## src/rtl/uart_readback_tx.sv

```systemverilog
// Serialises tagged read-back nibbles as 8N1 UART bytes {PREFIX, nibble}, LSB first,
// with a small FIFO so back-to-back read-backs are queued instead of lost.
module uart_readback_tx #(
  parameter int         CLK_HZ     = 100_000_000,
  parameter int         BAUD       = 115200,
  parameter int         FIFO_DEPTH = 4,
  parameter logic [3:0] PREFIX     = 4'hA
) (
  input  logic       clk,
  input  logic       rst,
  input  logic [3:0] data_in,
  input  logic       data_valid,
  input  logic       clr_ovf,
  output logic       Tx,
  output logic       busy,
  output logic       ovf
);

  localparam int CLKS_PER_BIT = CLK_HZ / BAUD;
  localparam int TW = (CLKS_PER_BIT > 2) ? $clog2(CLKS_PER_BIT) : 1;
  localparam int AW = $clog2(FIFO_DEPTH);
  localparam int CW = AW + 1;
  localparam logic [TW-1:0] TIMER_MAX = TW'(CLKS_PER_BIT - 1);
  localparam logic [CW-1:0] COUNT_FULL = CW'(FIFO_DEPTH);

  typedef enum logic [1:0] {IDLE, START, DATA, STOP} state_t;

  state_t          state;
  logic [TW-1:0]   timer;
  logic [2:0]      bit_idx;
  logic [7:0]      shift;

  logic [3:0]      mem [FIFO_DEPTH];
  logic [AW-1:0]   wr_ptr;
  logic [AW-1:0]   rd_ptr;
  logic [CW-1:0]   count;

  logic            empty;
  logic            full;
  logic            pop;
  logic            push;
  logic            drop;

  assign empty = (count == '0);
  assign full  = (count == COUNT_FULL);
  // The FSM takes the head in the same cycle it leaves IDLE, freeing a slot for a push.
  assign pop   = (state == IDLE) && !empty;
  assign push  = data_valid && (!full || pop);
  assign drop  = data_valid && full && !pop;
  assign busy  = (state != IDLE) || !empty;

  always_ff @(posedge clk) begin
    if (push) begin
      mem[wr_ptr] <= data_in;
    end
  end

  always_ff @(posedge clk or posedge rst) begin
    if (rst) begin
      wr_ptr <= '0;
      rd_ptr <= '0;
      count  <= '0;
      ovf    <= 1'b0;
    end else begin
      if (push) begin
        wr_ptr <= wr_ptr + 1'b1;
      end
      if (pop) begin
        rd_ptr <= rd_ptr + 1'b1;
      end
      case ({push, pop})
        2'b10:   count <= count + 1'b1;
        2'b01:   count <= count - 1'b1;
        default: count <= count;
      endcase
      // A drop in the same cycle as a clear keeps the flag set.
      if (drop) begin
        ovf <= 1'b1;
      end else if (clr_ovf) begin
        ovf <= 1'b0;
      end
    end
  end

  always_ff @(posedge clk or posedge rst) begin
    if (rst) begin
      state   <= IDLE;
      timer   <= '0;
      bit_idx <= '0;
      shift   <= '0;
      Tx      <= 1'b1;
    end else begin
      case (state)
        IDLE: begin
          Tx <= 1'b1;
          if (!empty) begin
            shift <= {PREFIX, mem[rd_ptr]};
            timer <= '0;
            state <= START;
            Tx    <= 1'b0;
          end
        end
        START: begin
          if (timer == TIMER_MAX) begin
            timer   <= '0;
            bit_idx <= '0;
            state   <= DATA;
            Tx      <= shift[0];
          end else begin
            timer <= timer + 1'b1;
          end
        end
        DATA: begin
          if (timer == TIMER_MAX) begin
            timer <= '0;
            if (bit_idx == 3'd7) begin
              state <= STOP;
              Tx    <= 1'b1;
            end else begin
              bit_idx <= bit_idx + 1'b1;
              shift   <= {1'b0, shift[7:1]};
              Tx      <= shift[1];
            end
          end else begin
            timer <= timer + 1'b1;
          end
        end
        STOP: begin
          Tx <= 1'b1;
          if (timer == TIMER_MAX) begin
            timer <= '0;
            state <= IDLE;
          end else begin
            timer <= timer + 1'b1;
          end
        end
        default: begin
          state <= IDLE;
          Tx    <= 1'b1;
        end
      endcase
    end
  end

endmodule

```

## config.mk

```make
export PLATFORM = sky130hd
export DESIGN_NAME = uart_readback_tx
export DESIGN_NICKNAME = d
export VERILOG_FILES = /design/src/rtl/uart_readback_tx.sv
export SDC_FILE = /design/constraint.sdc
export NUM_CORES = 1
export LEC_CHECK = 0
export CORE_MARGIN = 4
export CORE_UTILIZATION = 59
export CTS_CLUSTER_DIAMETER = 200
export DETAILED_ROUTE_END_ITERATION = 10
export PLACE_DENSITY = 0.82
export RECOVER_POWER = 25
export SLEW_MARGIN = 20
export SYNTH_ARGS = -nofsm -noshare
export SYNTH_HDL_FRONTEND = slang
export SYNTH_SLANG_ARGS = --single-unit
```

## constraint.sdc

```tcl
create_clock -name clk -period 2.7 [get_ports clk]
set_clock_uncertainty 0.15 [all_clocks]
set_input_delay 0.675 -clock clk [delete_from_list [all_inputs] [get_ports clk]]
set_output_delay 0.675 -clock clk [all_outputs]
set_load 0.005 [all_outputs]
```

==> run summary <==
DP Wirelength - 3060 µm
Via Count - 1,545
Setup bufs post-CTS - 0
Max-slew headroom - 51.1%
Layout cell share with drive strength beyond 1 - 14.6%
CTS Hold Bufs - 0
Global placement routability congestion - 0.844
Slowest stage delay, CP - 0.49 ns
Setup violations, final - 0
Origin of the critical flop-to-flop path - state[0]
Initial core utilization - 63.1%
Post-Syn Area - 2400 µm²
Worst-Margin Slew - 0.730 ns
Clock sink count - 48
Crit-path max FO - 4
CP startpoint - state[0]
DIE AREA - 5150 µm²
Sequential area share after synthesis - 53.5%
RSZ-0062 raised after global routing - no
Setup crit end kind - output pin
H-tree level count - 2
Core Util, Final - 69.7%
PortBufs - 10
Worst Path Buf+Inv - 3
Slowest-stage cell, CP - clkdlybuf4s50_1
Area Overhead vs Synth - 10.5%
Maximum clock path buffer count - 2
CP dominant cell by count - inv_1
# Max-Cap Violations - 0
Hold Path Class - reg2reg
CP cell instances - inv_1 -> ha_1 -> and2_1 -> inv_1 -> clkdlybuf4s50_1
Most common cell after layout, fill and taps aside - dfrtp_1
CTS resizes - 0
Layout Cells excl Fill - 261
Critical Path RT - 1.88 ns
Leak - 1.12 nW
Synthesized area per cell - 12.2 µm²
Total Nets Final - 233
Top Ports - 11
N_diodes - 0
DR WL/cell - 15.8 µm
Initial antenna violation count - 0
Syn Nets - 218
YS warnings - 0
Hold Startpoint - Tx
Family with the most delay on the worst path - buffers and inverters
Post-synth EDFFs - 16
Final hold violations - 0
Starting DRT DRC Count - 79
Global-route wire length before repair - 7420 µm
FMAX - 393 MHz
Drt drc - 0
Die X - 71.7 µm
Ys flop type - dfrtp_1
CTS Buf Count - 5
Fillers - 259
Final Cycle Share - 94.2%
Post-synth cell types - 47
Outcome - finished, final reports clean
Most frequent cells in the layout - 31 x dfrtp_1, 16 x edfxtp_1, 15 x inv_1, 14 x nand2_1, 12 x ha_1
Largest net degree at the start of global routing - 19
WP data arrival - 1.72 ns
CTS clk-pin slew, worst paths - 0.08 ns
Remaining antenna violation count after routing - 0
Crit start category - flop
Placed insts - 253
VDD IR max - 625 µV
Vias in the first global route - 1,585
Vias per std cell - 5.92
Fin. max-slew vios - 0
Global-route usage over all layers - 18.8%
Pwr dens - 949 nW/µm²
Mapped Cells - 197
Min cycle time layout - 2.54 ns
Site row count - 22
Total grt overflow - 0
Die H - 71.7 µm
Synth Register Bits - 48
CTS Root Cell - clkbuf_8
Worst skew pair latency - 0.30 ns
Total wire length - 4130 µm
CTS tree - done
Core Box Area - 3800 µm²
Initial DRT Pass Iterations - 4
Crit path kind - reg2out
Fin Setup TNS - 0 ns
Async S/R FF share, synth - 66.7%
==> per-stage QoR <==
stage / setup WS (ns) / power (mW) / hold slack, ns / cell area, µm²
6_report: 0.157 / 2.51 / 0.326 / 2650
5_1_grt: 0.0358 / 2.74 / 0.368 / 2650
4_1_cts: 0.134 / 2.54 / 0.328 / 2650
3_5_place_dp: 0.341 / 2.13 / 0.315 / 2560
3_3_place_gp: 0.415 / 2.05 / 0.307 / 2560
2_1_floorplan: 0.555 / 1.88 / 0.304 / 2400
==> worst min-delay path: stages (launching register included) <==
cell and delay, ns:
dfstp_2 0.37, inv_1 0.04, mux2i_1 0.06
==> Yosys cell counts, drive strengths merged (4+ instances only) <==
library cell	instances	area, µm²
a21oi	5	25.0
a22o	5	43.8
and3	4	25.0
clkbuf	4	16.3
dfrtp	31	776
edfxtp	16	480
ha	12	150
inv	15	56.3
mux2	9	101
mux4	4	90.1
nand2	14	52.6
nand3	11	60.1
nor2	4	15.0
o21ai	12	71.3
xnor2	4	35.0
==> per-layer routing <==
layer	GRT usage, %	wire length, µm	part of all wire, %
met5	0	0	0
met1	25.3	1830	44
met3	4.63	192	4.7
met2	29.5	2020	49
met4	7.52	80	1.9
==> report_power, final <==
part / switching, mW / leakage, nW / internal [mW] / total (mW)
Sequential: 0.162 / 0.546 / 0.961 / 1.12
Combinational: 0.483 / 0.534 / 0.499 / 0.983
Clock: 0.229 / 0.0378 / 0.179 / 0.407
Total: 0.874 / 1.12 / 1.64 / 2.51
==> flip-flops by register name, summed over array words and instances, names as in the netlist, 2 cells and up <==
register	count
rd_ptr	2
wr_ptr	2
count	3
bit_idx	3
state	2
mem	16
shift	8
timer	10
==> kinds of logic (layout without fill, tap and decap cells) <==
logic type               after synthesis  in the layout  share of synthesized area [%]
multiplexers                          16             16                           9.24
flip-flops                            48             48                           53.5
AND/OR/NAND/NOR                       57             57                           13.7
AO/OA/AOI/OAI                         35             35                           9.97
buffers and inverters                 21             37                           3.97
XOR/XNOR                               7              7                           2.56
adder cells (fa/ha/maj)               13             13                           7.10
==> final cells by class <==
type | instances | area [µm²] | area share, %
multi-input cells | 128 | 1020 | 38.5
flip-flops and latches | 48 | 1280 | 48.4
clock inverters | 3 | 18.8 | 0.709
repair buffers | 14 | 143 | 5.38
clock buffers | 5 | 68.8 | 2.60
inverters | 15 | 56.3 | 2.13
well taps | 48 | 60.1 | 2.27
==> final timing paths <==
| kind | cells past startpoint | slack [ns] | end |
|---|---|---|---|
| worst max-delay path | 5 | 0.16 | busy |
| worst min-delay path | 2 | 0.33 | Tx |
| worst max register to register | 5 | 0.35 | state[1] |
| worst min register to register | 2 | 0.33 | Tx |
| max in group asynchronous | 3 | 1.14 | count[1] |
| min in group asynchronous | 2 | 0.75 | timer[2] |
Power figures use the tool's default switching activity.
